`config.mk`:
```
export PLATFORM = sky130hd
export DESIGN_NAME = reversi_control_flat
export DESIGN_NICKNAME = d
export VERILOG_FILES = /design/src/rtl/reversi_control_if.sv /design/src/rtl/reversi_control.sv /design/src/flat_wrapper.sv
export SDC_FILE = /design/constraint.sdc
export NUM_CORES = 1
export LEC_CHECK = 0
export CORE_ASPECT_RATIO = 1.2
export CORE_UTILIZATION = 45
export CTS_CLUSTER_SIZE = 24
export DETAILED_ROUTE_END_ITERATION = 8
export PLACE_DENSITY = 0.86
export SYNTH_ARGS = -nofsm -noshare
export SYNTH_HDL_FRONTEND = slang
export SYNTH_SLANG_ARGS = --single-unit
export TNS_END_PERCENT = 10
```
`constraint.sdc`:
```
create_clock -name clk -period 3.5 [get_ports clk]
set_clock_uncertainty 0.1 [all_clocks]
set_input_delay 0.7 -clock clk [delete_from_list [all_inputs] [get_ports clk]]
set_output_delay 0.7 -clock clk [all_outputs]
set_load 0.1 [all_outputs]
```
`src/rtl/reversi_control_if.sv`:
```
// Keypad and datapath handshake bundle for the reversi game controller.
// The master modport is the controller side; the slave modport is the keypad/datapath side.
interface reversi_control_if #(
  parameter int STATE_W = 5
);
  logic key_enter;
  logic key_up;
  logic key_down;
  logic key_left;
  logic key_right;
  logic go;
  logic validMove;
  logic hasTurn;

  logic writeEn;
  logic drawBoardEn;
  logic drawInitialPiecesEn;
  logic moveHighlightEn;
  logic checkIfValidMoveEn;
  logic placeEn;
  logic flipEn;
  logic scoreManagerEn;
  logic determineHasTurnEn;
  logic determineOpponent;
  logic determineCurrent;
  logic TurnManagerEn;
  logic removeHighlightEn;
  logic enterEn;
  logic moveUpEn;
  logic moveDownEn;
  logic moveLeftEn;
  logic moveRightEn;
  logic [STATE_W-1:0] state_dbg;
  logic game_over;

  modport master (
    input  key_enter, key_up, key_down, key_left, key_right, go, validMove, hasTurn,
    output writeEn, drawBoardEn, drawInitialPiecesEn, moveHighlightEn, checkIfValidMoveEn,
           placeEn, flipEn, scoreManagerEn, determineHasTurnEn, determineOpponent,
           determineCurrent, TurnManagerEn, removeHighlightEn, enterEn, moveUpEn,
           moveDownEn, moveLeftEn, moveRightEn, state_dbg, game_over
  );

  modport slave (
    output key_enter, key_up, key_down, key_left, key_right, go, validMove, hasTurn,
    input  writeEn, drawBoardEn, drawInitialPiecesEn, moveHighlightEn, checkIfValidMoveEn,
           placeEn, flipEn, scoreManagerEn, determineHasTurnEn, determineOpponent,
           determineCurrent, TurnManagerEn, removeHighlightEn, enterEn, moveUpEn,
           moveDownEn, moveLeftEn, moveRightEn, state_dbg, game_over
  );
endinterface

```
`src/rtl/reversi_control.sv`:
```
// Reversi control FSM: sequences datapath operations via enable/go and turns key levels into events.
// Optional busy-state watchdog enabled by defining CTRL_WATCHDOG_EN.
module reversi_control #(
  parameter int WDOG_CYCLES = 20000,
  parameter int STATE_W     = 5
) (
  input  logic              clk,
  input  logic              resetn,
  reversi_control_if.master bus
);

  typedef enum logic [3:0] {
    S_RESET = 4'd0,  S_BOARD = 4'd1,  S_INIT    = 4'd2,  S_HL      = 4'd3,
    S_IDLE  = 4'd4,  S_MOVE  = 4'd5,  S_CHECK   = 4'd6,  S_PLACE   = 4'd7,
    S_FLIP  = 4'd8,  S_SCORE = 4'd9,  S_DET_OPP = 4'd10, S_DET_CUR = 4'd11,
    S_TURN  = 4'd12, S_UNHL  = 4'd13, S_OVER    = 4'd14, S_ERR     = 4'd15
  } state_t;

  state_t      state_q, state_d;
  logic [4:0]  keyLvl, keyPrev_q, keyEdge;
  logic [3:0]  dirPick;
  logic        enterHit;
  logic [13:0] ops_q;
  logic        enterEn_q;
  logic [3:0]  moveEn_q;

  // Ops bit order: {writeEn, drawBoard, drawInit, moveHL, check, place, flip, score,
  //                 detHasTurn, detOpp, detCur, turn, removeHL, gameOver}
  function automatic logic [13:0] decodeOps(input state_t s);
    case (s)
      S_BOARD:   decodeOps = 14'b11000000000000;
      S_INIT:    decodeOps = 14'b10100000000000;
      S_HL:      decodeOps = 14'b10010000000000;
      S_CHECK:   decodeOps = 14'b00001000000000;
      S_PLACE:   decodeOps = 14'b10000100000000;
      S_FLIP:    decodeOps = 14'b10000010000000;
      S_SCORE:   decodeOps = 14'b00000001000000;
      S_DET_OPP: decodeOps = 14'b00000000110000;
      S_DET_CUR: decodeOps = 14'b00000000101000;
      S_TURN:    decodeOps = 14'b00000000000100;
      S_UNHL:    decodeOps = 14'b10000000000010;
      S_OVER:    decodeOps = 14'b00000000000001;
      S_ERR:     decodeOps = 14'b00000000000001;
      default:   decodeOps = 14'b00000000000000;
    endcase
  endfunction

  assign keyLvl  = {bus.key_enter, bus.key_up, bus.key_down, bus.key_left, bus.key_right};
  assign keyEdge = keyLvl & ~keyPrev_q;
  assign dirPick = keyEdge[3] ? 4'b1000 :
                   keyEdge[2] ? 4'b0100 :
                   keyEdge[1] ? 4'b0010 : 4'b0001;

`ifdef CTRL_WATCHDOG_EN
  logic [15:0] wdog_q;
  logic        busy;

  assign busy = (state_q == S_BOARD) || (state_q == S_INIT) || (state_q == S_HL) ||
                (state_q == S_CHECK) || (state_q == S_PLACE) || (state_q == S_FLIP) ||
                (state_q == S_SCORE) || (state_q == S_DET_OPP) || (state_q == S_DET_CUR) ||
                (state_q == S_TURN) || (state_q == S_UNHL);
`endif

  always_comb begin
    state_d  = state_q;
    enterHit = 1'b0;
    case (state_q)
      S_RESET:   state_d = S_BOARD;
      S_BOARD:   if (bus.go) state_d = S_INIT;
      S_INIT:    if (bus.go) state_d = S_HL;
      S_HL:      if (bus.go) state_d = S_IDLE;
      S_IDLE: begin
        if (keyEdge[4]) begin
          state_d  = S_CHECK;
          enterHit = 1'b1;
        end else if (|keyEdge[3:0]) begin
          state_d = S_MOVE;
        end
      end
      S_MOVE:    state_d = S_HL;
      S_CHECK:   if (bus.go) state_d = bus.validMove ? S_PLACE : S_IDLE;
      S_PLACE:   if (bus.go) state_d = S_FLIP;
      S_FLIP:    if (bus.go) state_d = S_SCORE;
      S_SCORE:   if (bus.go) state_d = S_DET_OPP;
      S_DET_OPP: if (bus.go) state_d = bus.hasTurn ? S_TURN : S_DET_CUR;
      S_DET_CUR: if (bus.go) state_d = bus.hasTurn ? S_HL : S_UNHL;
      S_TURN:    if (bus.go) state_d = S_HL;
      S_UNHL:    if (bus.go) state_d = S_OVER;
      S_OVER: begin
        if (keyEdge[4]) begin
          state_d  = S_BOARD;
          enterHit = 1'b1;
        end
      end
      S_ERR:     state_d = S_ERR;
      default:   state_d = S_RESET;
    endcase
`ifdef CTRL_WATCHDOG_EN
    if (busy && !bus.go && (wdog_q == 16'(WDOG_CYCLES - 1)))
      state_d = S_ERR;
`endif
  end

  // Outputs are registered from the next state so they line up with state_q;
  // key event pulses appear on the first cycle of the state that consumed them.
  always_ff @(posedge clk) begin
    if (resetn) begin
      state_q   <= S_RESET;
      keyPrev_q <= 5'b0;
      ops_q     <= 14'b0;
      enterEn_q <= 1'b0;
      moveEn_q  <= 4'b0;
    end else begin
      state_q   <= state_d;
      keyPrev_q <= keyLvl;
      ops_q     <= decodeOps(state_d);
      enterEn_q <= enterHit;
      moveEn_q  <= (state_q == S_IDLE && state_d == S_MOVE) ? dirPick : 4'b0;
    end
  end

`ifdef CTRL_WATCHDOG_EN
  always_ff @(posedge clk) begin
    if (resetn || !busy || (state_d != state_q))
      wdog_q <= 16'd0;
    else
      wdog_q <= wdog_q + 16'd1;
  end
`endif

  assign bus.writeEn             = ops_q[13];
  assign bus.drawBoardEn         = ops_q[12];
  assign bus.drawInitialPiecesEn = ops_q[11];
  assign bus.moveHighlightEn     = ops_q[10];
  assign bus.checkIfValidMoveEn  = ops_q[9];
  assign bus.placeEn             = ops_q[8];
  assign bus.flipEn              = ops_q[7];
  assign bus.scoreManagerEn      = ops_q[6];
  assign bus.determineHasTurnEn  = ops_q[5];
  assign bus.determineOpponent   = ops_q[4];
  assign bus.determineCurrent    = ops_q[3];
  assign bus.TurnManagerEn       = ops_q[2];
  assign bus.removeHighlightEn   = ops_q[1];
  assign bus.game_over           = ops_q[0];
  assign bus.enterEn             = enterEn_q;
  assign bus.moveUpEn            = moveEn_q[3];
  assign bus.moveDownEn          = moveEn_q[2];
  assign bus.moveLeftEn          = moveEn_q[1];
  assign bus.moveRightEn         = moveEn_q[0];
  assign bus.state_dbg           = STATE_W'(state_q);

endmodule

```
`src/flat_wrapper.sv`:
```
// flat-port wrapper written by rule: the top's interface ports become plain ports
module reversi_control_flat 
#(
  parameter int WDOG_CYCLES = 20000,
  parameter int STATE_W     = 5
)
  (clk, resetn, bus_key_enter, bus_key_up, bus_key_down, bus_key_left, bus_key_right, bus_go, bus_validMove, bus_hasTurn, bus_writeEn, bus_drawBoardEn, bus_drawInitialPiecesEn, bus_moveHighlightEn, bus_checkIfValidMoveEn, bus_placeEn, bus_flipEn, bus_scoreManagerEn, bus_determineHasTurnEn, bus_determineOpponent, bus_determineCurrent, bus_TurnManagerEn, bus_removeHighlightEn, bus_enterEn, bus_moveUpEn, bus_moveDownEn, bus_moveLeftEn, bus_moveRightEn, bus_state_dbg, bus_game_over);
  reversi_control_if #(.STATE_W(STATE_W)) bus_i ();
  input  logic clk;
  input  logic resetn;
  input wire logic [$bits(bus_i.key_enter)-1:0] bus_key_enter;
  input wire logic [$bits(bus_i.key_up)-1:0] bus_key_up;
  input wire logic [$bits(bus_i.key_down)-1:0] bus_key_down;
  input wire logic [$bits(bus_i.key_left)-1:0] bus_key_left;
  input wire logic [$bits(bus_i.key_right)-1:0] bus_key_right;
  input wire logic [$bits(bus_i.go)-1:0] bus_go;
  input wire logic [$bits(bus_i.validMove)-1:0] bus_validMove;
  input wire logic [$bits(bus_i.hasTurn)-1:0] bus_hasTurn;
  output wire logic [$bits(bus_i.writeEn)-1:0] bus_writeEn;
  output wire logic [$bits(bus_i.drawBoardEn)-1:0] bus_drawBoardEn;
  output wire logic [$bits(bus_i.drawInitialPiecesEn)-1:0] bus_drawInitialPiecesEn;
  output wire logic [$bits(bus_i.moveHighlightEn)-1:0] bus_moveHighlightEn;
  output wire logic [$bits(bus_i.checkIfValidMoveEn)-1:0] bus_checkIfValidMoveEn;
  output wire logic [$bits(bus_i.placeEn)-1:0] bus_placeEn;
  output wire logic [$bits(bus_i.flipEn)-1:0] bus_flipEn;
  output wire logic [$bits(bus_i.scoreManagerEn)-1:0] bus_scoreManagerEn;
  output wire logic [$bits(bus_i.determineHasTurnEn)-1:0] bus_determineHasTurnEn;
  output wire logic [$bits(bus_i.determineOpponent)-1:0] bus_determineOpponent;
  output wire logic [$bits(bus_i.determineCurrent)-1:0] bus_determineCurrent;
  output wire logic [$bits(bus_i.TurnManagerEn)-1:0] bus_TurnManagerEn;
  output wire logic [$bits(bus_i.removeHighlightEn)-1:0] bus_removeHighlightEn;
  output wire logic [$bits(bus_i.enterEn)-1:0] bus_enterEn;
  output wire logic [$bits(bus_i.moveUpEn)-1:0] bus_moveUpEn;
  output wire logic [$bits(bus_i.moveDownEn)-1:0] bus_moveDownEn;
  output wire logic [$bits(bus_i.moveLeftEn)-1:0] bus_moveLeftEn;
  output wire logic [$bits(bus_i.moveRightEn)-1:0] bus_moveRightEn;
  output wire logic [$bits(bus_i.state_dbg)-1:0] bus_state_dbg;
  output wire logic [$bits(bus_i.game_over)-1:0] bus_game_over;
  assign bus_i.key_enter = bus_key_enter;
  assign bus_i.key_up = bus_key_up;
  assign bus_i.key_down = bus_key_down;
  assign bus_i.key_left = bus_key_left;
  assign bus_i.key_right = bus_key_right;
  assign bus_i.go = bus_go;
  assign bus_i.validMove = bus_validMove;
  assign bus_i.hasTurn = bus_hasTurn;
  assign bus_writeEn = bus_i.writeEn;
  assign bus_drawBoardEn = bus_i.drawBoardEn;
  assign bus_drawInitialPiecesEn = bus_i.drawInitialPiecesEn;
  assign bus_moveHighlightEn = bus_i.moveHighlightEn;
  assign bus_checkIfValidMoveEn = bus_i.checkIfValidMoveEn;
  assign bus_placeEn = bus_i.placeEn;
  assign bus_flipEn = bus_i.flipEn;
  assign bus_scoreManagerEn = bus_i.scoreManagerEn;
  assign bus_determineHasTurnEn = bus_i.determineHasTurnEn;
  assign bus_determineOpponent = bus_i.determineOpponent;
  assign bus_determineCurrent = bus_i.determineCurrent;
  assign bus_TurnManagerEn = bus_i.TurnManagerEn;
  assign bus_removeHighlightEn = bus_i.removeHighlightEn;
  assign bus_enterEn = bus_i.enterEn;
  assign bus_moveUpEn = bus_i.moveUpEn;
  assign bus_moveDownEn = bus_i.moveDownEn;
  assign bus_moveLeftEn = bus_i.moveLeftEn;
  assign bus_moveRightEn = bus_i.moveRightEn;
  assign bus_state_dbg = bus_i.state_dbg;
  assign bus_game_over = bus_i.game_over;
  reversi_control #(.WDOG_CYCLES(WDOG_CYCLES), .STATE_W(STATE_W)) u_core (.clk(clk), .resetn(resetn), .bus(bus_i));
endmodule
```
; ---- Word-level counts from Yosys, hierarchy flattened
; Memory sizes are Yosys's and may differ from the RTL's. A register that Yosys moved wholly into a read port is not among the register bits.
; Cells that the tools add are included.
; W data, S select, Z words.
[totals]
reg_bits = 14
n_memories = 1
elab_cells = 57
output_inout_bits = 24
mem_bits_ro = 224
[memory_table]
columns = memory, words, word_bits, rd, rd_ports_with_merged_regs, wr, line
row1 = (name not given), 16, 14, 1, 1, 0, reversi_control.sv:30  ; case (s)
[classes]
bitwise_logic = 4
muxes = 21
eq_ne = 16
reduce_logical = 9
[op_table]
columns = cell, n
row1 = $mux W4, 16
row2 = $pmux W4 S15, 1
row3 = $eq A4 B4 Y1 const B, 8
row4 = $eq A4 B3 Y1 const B, 5
row5 = $eq A4 B2 Y1 const B, 2
row6 = $reduce_or A2 Y1, 4
row7 = $reduce_or A4 Y1, 2
row8 = $and A5 B5 Y5, 1
row9 = $not A5 Y5, 1
row10 = $eq A4 B1 Y1 const B, 1
row11 = $logic_not A4 Y1, 1
row12 = $mux W2, 2
row13 = $mux W3, 1
row14 = $reduce_or A3 Y1, 1
row15 = $not A1 Y1, 2
row16 = $logic_and A1 B1 Y1, 1
row17 = $mux W1, 1

; ---- Longest topological paths before layout
; Gate-level depths: netlist (run 1).
[depth]
word_depth = 10
mapped_depth = 8
ltp_nobuf = 6

; ---- Worst setup path after synthesis (run 1)
; No wires, ideal clock.
[synth_timing]
path_kind = register to register
start = register u_core.state_q[1]
end = register u_core.ops_q[13]
arrival_time_ps = 2248
path_stages_with_launch = 9
period_less_slack_ps = 2465
setup_ps = 116
path_slack_ps = 1035
n_path_buf = 2
cell_sequence = dfxtp_1 -> buf_4 -> a21oi_2 -> o21ai_0 -> a221oi_2 -> a211oi_2 -> buf_6 -> a21oi_1 -> o211a_1
[synth_between]
elab_chain_len = 3
elab_cells_between_ends = 31
classes_between = eq/ne (15) / mux (14) / reduce/logical (2)
[synth_lines]
columns = element, line
row1 = "start, declared", reversi_control.sv:19  ; state_t state_q, state_d;
row2 = "start signal, assigned", reversi_control.sv:114  ; state_q <= state_d;
row3 = "$eq A4 B2 Y1, or another cell as far along", reversi_control.sv:67  ; case (state_q)
row4 = $reduce_or A2 Y1 (no source line) / $mux W4 (equally long branches), n/a
row5 = $pmux W4 S15 *, reversi_control.sv:67
row6 = "end, declared", reversi_control.sv:23  ; logic [13:0] ops_q;
; Mark *: on every way between the ends. The rest lies on a longest branch, timed or not.
; A chain may end at the register's enable or synchronous reset.

; ---- Final worst setup path (run 1)
[layout_timing]
start = input bus_go
end = register u_core.ops_q[13]
[layout_between]
elab_chain_len = 2
elab_cells_between_ends = 11
classes_between = mux (11)
[layout_lines]
columns = element, line
row1 = "start, declared", flat_wrapper.sv:16  ; input wire logic [$bits(bus_i.go)-1:0] bus_go;
row2 = "$mux W4, or another cell as far along", reversi_control.sv:88  ; S_UNHL: if (bus.go) state_d = S_OVER;
row3 = $pmux W4 S15 *, reversi_control.sv:67
; Marks and branches as above.

==> reports/results.ini, run 1 <==
[critical_path]
cp_max_fo = 13
slowest_delay_ns = 0.79
cp-start-kind = input pin
timing_worst_setup_path_type = input pin to register
cp-end-kind = register
critical_path_arrival_ns = 2.83
cpMaxStageDelayCell = clkdlybuf4s50_1
crit_chain = clkdlybuf4s50_1 > inv_2 > o21ai_1 > a311oi_1 > a211oi_2 > buf_4 > o22a_1 > o211a_1
worstPathRequired_ns = 3.67

[sta]
tightestPinTransition_ns = 0.977
setup-tns-final_ns = 0
hold_slack_ns = 0.422
hold_viol = 0
setup_slack_ns = 0.844
drv_slew = 0
setup_viol = 0
slew_headroom_pct = 34.7
finalCritPeriodShare_pct = 75.9
period_needed_ns = 2.66
grt_setup_unrepaired = no
fmax_ghz = 0.376

[grt]
grt_pass1_wl_um = 3910
grt_max_degree = 20
grt_pass1_vias = 910
antenna_found_initial = 0
overflow = 0
track_usage_pct = 16.8

[drt]
vias_per_cell = 5.34
drtIter0Drc = 35
vias = 1041
ant_nets = 0
drtPass1Iterations = 4
wirelength_um = 2400
wire_per_inst_um = 12.3
drc = 0

[cts]
clk_latency_ns = 0.31
post_cts_resized = 0
cts_sinks = 28
clk_path_buf_depth = 2
clk_pin_slew_ns = 0.13
htree_num_levels = 1
cts_root_buf = clkbuf_4
cts_setup_buffers = 0
cts_tree = done
numCtsBuffers = 3
cts_hold_buffers = 0

[cells_and_area]
fillers = 234
syn_to_final_growth_pct = 24.0
drive_gt1_share_pct = 13.6
post-route-util_pct = 60.7
fin_nets = 174
n_antenna_cell = 0
final_cell_mix = clkdlybuf4s50_1, dfxtp_1, nor2_1

[logic_synthesis]
synth_area_mm2 = 0.00127
synth_cells = 135
yosysWarnings = 0
avgSynthCellArea_um2 = 9.43
ys_seq_area_share_pct = 44.0
synth_edf_count = 0
ys_ff_latch = 28
synth_nets = 145
synth_cell_types = 46
ys.flop_type = dfxtp_1
synthArstFlopShare_pct = 0

[power]
intPower_uw = 453
switching_share_pct = 38.1
combPwrFrac_pct = 34.3
vdd_drop_max_mv = 0.343
finalPower_uw = 732
power_frac_clock_pct = 16.6
power_density_mw_per_mm2 = 463
leakage_uw = 0.000580
p_switching_uw = 279
sequentialPowerShare_pct = 49.0

[job]
drv_cap = 0

[placement]
post-place-ws_ns = 0.546
gp_routability_congestion = 0.918
dpl.hpwl_um = 1700
portBuffers = 32

[die]
die-width_um = 50.6
ios = 34
core_mm2 = 0.00260
die_area_mm2 = 0.00305
initial_core_util_pct = 48.9
die_y_um = 60.3
row_count = 20

[outcome]
status = completed

[min_path]
min_path_type = register to register

==> cells in the mapped netlist, drive strengths merged, types with 2 or more instances <==
library cell,number,area (um2)
nand3,2,15.0
nand2b,8,57.6
o21ai,3,15.0
dfxtp,28,561
nand2,7,26.3
nor3b,3,27.5
and3b,2,17.5
a21o,2,15.0
nand4b,2,17.5
inv,4,15.0
a21oi,7,38.8
nand4,2,12.5
a211oi,2,25.0
nor3,8,66.3
nor2b,6,37.5
nor2,21,78.8
buf,8,72.6
nor4b,2,17.5
a221oi,2,23.8
==> stage by stage <==
step	instances	cell area (um2)
6_report	195	1580
3_3_place_gp	192	1560
3_5_place_dp	192	1560
4_1_cts	195	1580
5_1_grt	195	1580
2_1_floorplan	135	1270
==> cells by family after synthesis <==
kind of cell / Yosys count / share of synthesized area [%]
DFF: 28 / 44.0
other: 1 / 0.294
and+or+nand+nor: 66 / 31.3
buffers and inverters: 13 / 7.17
muxes: 1 / 0.786
xor gates and xnor gates: 1 / 0.688
AOI/OAI and AO/OA: 25 / 15.7
==> power groups by stage <==
stage | clock network, uW | logic [uW] | registers (uW)
floorplan | 0 | 135 | 439
global placement | 0 | 246 | 365
detailed placement | 0 | 250 | 365
CTS | 124 | 252 | 358
global route | 133 | 267 | 362
finish | 122 | 251 | 359
==> worst paths after layout <==
path         cells after the start                start  slack [ns]                  to
min                              2  u_core.keyPrev_q[1]        0.42  u_core.moveEn_q[1]
max                              8               bus_go        0.84    u_core.ops_q[13]
max reg2reg                      6    u_core.state_q[2]        1.16    u_core.ops_q[13]
min reg2reg                      2  u_core.keyPrev_q[1]        0.42  u_core.moveEn_q[1]
==> critical path: cells and delay by family <==
family / cells / cell delay [ns]
AOI/OAI and AO/OA: 5 / 1.01
buffers and inverters: 3 / 1.11
==> sequential cells by signal, indices dropped and copies added, names as in the netlist <==
signal	cells
u_core.ops_q	14
u_core.bus.enterEn	1
u_core.state_q	4
u_core.moveEn_q	4
u_core.keyPrev_q	5
==> area by class of cell <==
| class | instances | area, um2 | share of cell area [%] |
|---|---|---|---|
| clock buffer | 3 | 22.5 | 1.43 |
| multi-input combinational | 94 | 622 | 39.4 |
| inverter | 4 | 15.0 | 0.951 |
| sequential | 28 | 561 | 35.5 |
| timing repair buffer | 33 | 318 | 20.1 |
| tap | 33 | 41.3 | 2.61 |
==> metal layers <==
| layer | global-route usage (%) | wire (um) |
|---|---|---|
| met2 | 28.6 | 1160 |
| met1 | 21.4 | 1100 |
| met4 | 7.94 | 36 |
| met5 | 0 | 0 |
| met3 | 1.53 | 103 |
Note: power is estimated with default switching activity, not from simulation.
==> inputs of run 2 (changes only) <==
clock period = 2.7 ns   (was 3.5 ns; I/O delays follow)
==> reports/results.ini, run 2 (synthesis results as in run 1) <==
[outcome]
status = completed

[power]
p_switching_uw = 376
power_density_mw_per_mm2 = 676
sequentialPowerShare_pct = 43.7
combPwrFrac_pct = 31.0
power_frac_clock_pct = 25.3
switching_share_pct = 35.3
leakage_uw = 0.000640
vdd_drop_max_mv = 0.629
intPower_uw = 689

[cells_and_area]
regMostFlops = u_core.ops_q
regArea_um2 = 561
largestRegisters = u_core.ops_q x14, u_core.keyPrev_q x5
drive_gt1_share_pct = 26.7
multiInputGateArea_um2 = 622
fillers = 227
syn_to_final_growth_pct = 23.8
final_common_cell = dfxtp_1
n_antenna_cell = 0
fin_area_mm2 = 0.00158
final-instance-count-excl-fill = 198
largest_register_ffs = 14
final_cell_mix = dfxtp_1, buf_4, nor2_1
fin_nets = 176

[sta]
finalCritPeriodShare_pct = 85.0
tightestPinTransition_ns = 0.651
period_needed_ns = 2.29
slew_headroom_pct = 56.5
grt_setup_unrepaired = no
setup-tns-final_ns = 0
fmax_ghz = 0.436
drv_slew = 0
setup_viol = 0
hold_viol = 0

[cts]
clk_latency_ns = 0.32
clk_path_buf_depth = 2
numCtsBuffers = 3
cts_hold_buffers = 0
post_cts_resized = 0
clk_pin_slew_ns = 0.14
cts_setup_buffers = 0
htree_num_levels = 1
cts_root_buf = clkbuf_4
cts_tree = done
cts_sinks = 28

[die]
ios = 34
row_count = 20
die_area_mm2 = 0.00305
die-width_um = 50.6
die_y_um = 60.3
initial_core_util_pct = 48.9
core_mm2 = 0.00260

[job]
drv_cap = 0

[min_path]
hold_depth = 2
min_from = u_core.keyPrev_q[1]
min_path_type = register to register
min_to = u_core.moveEn_q[1]

[drt]
wirelength_um = 2510
drtPass1Iterations = 4
ant_nets = 0
vias_per_cell = 5.25
vias = 1040
drtIter0Drc = 28
wire_per_inst_um = 12.7
drc = 0

[placement]
dpl.hpwl_um = 1800
portBuffers = 32
placed_cell_area_mm2 = 0.00152
gp_routability_congestion = 0.815
dp.cells = 194

[grt]
grt_pass1_wl_um = 4000
overflow = 0
track_usage_pct = 17.0
grt_max_degree = 20
grt_pass1_vias = 917
antenna_found_initial = 0

[critical_path]
regToRegStartpoint = u_core.state_q[1]
critical_path_arrival_ns = 2.46
timing_worst_setup_path_type = input pin to register
timing.rr.end = u_core.ops_q[4]
slowest_delay_ns = 0.59
r2r_cells = 6
worstPathRequired_ns = 2.86
cp-start-kind = input pin
critPathTopFamily = simple AND/OR/NAND/NOR gates
rrSetupSlack_ns = 0.45
cp_num_buf_inv = 1
cp_max_fo = 6
cpMaxStageDelayCell = clkdlybuf4s50_1
crit_chain = clkdlybuf4s50_1 > and3b_1 > o21ai_1 > a31oi_1 > nand2b_1 > or3_4 > nor3b_2
cp-end-kind = register

## run 2: cell count changes in the layout (fill, tap and decap cells not counted)
cell	change
buf_4	+21
clkdlybuf4s50_1	-19
bufinv_16	+1
## run 2: metrics by stage
stage	hold slack, ns	setup slack [ns]	total power, uW	utilization, %
6_report	0.425	0.405	1070	60.6
5_1_grt	0.471	0.266	1110	60.6
4_1_cts	0.417	0.433	1070	60.6
3_5_place_dp	0.398	0.128	803	58.6
3_3_place_gp	0.393	0.195	797	58.6
2_1_floorplan	0.378	0.235	745	-
## run 2: power groups by stage
stage / Combinational [uW] / Clock, uW / Sequential (uW)
2_1_floorplan: 175 / 0 / 570
3_3_place_gp: 324 / 0 / 473
3_5_place_dp: 329 / 0 / 474
4_1_cts: 331 / 272 / 465
5_1_grt: 349 / 289 / 471
6_report: 330 / 269 / 466
## run 2: worst register-to-register path, cell delays in order, from the launching register on
cell       delay [ns]
dfxtp_1          0.77
nor2_1           0.18
a2bb2oi_1        0.19
a31oi_1          0.16
nand2b_1         0.23
or3_4            0.38
nor3b_2          0.19
## run 2: worst max path at each step
stage | startpoint | end | cells past startpoint
after floorplan | u_core.state_q[1] | u_core.ops_q[13] | 8
after global placement | bus_go | u_core.ops_q[4] | 8
after detailed placement | bus_hasTurn | u_core.ops_q[4] | 7
after CTS | bus_hasTurn | u_core.ops_q[4] | 7
after global routing | u_core.state_q[1] | u_core.ops_q[4] | 6
final | bus_hasTurn | u_core.ops_q[4] | 7
## run 2: area by class of cell
class	instances	share of cell area, %
repair buffers	35	18.1
well taps	33	2.62
clock inverters	1	1.90
clock buffers	3	1.43
inverters	4	0.952
flip-flops and latches	28	35.6
multi-input cells	94	39.4
## run 2: per-layer routing
metal	global-route usage, %	vias to the layer above	routed length (um)
li1	-	530	-
met1	20.8	485	1090
met2	31.0	21	1290
met3	1.53	4	99
met4	5.95	0	27
met5	0	-	0
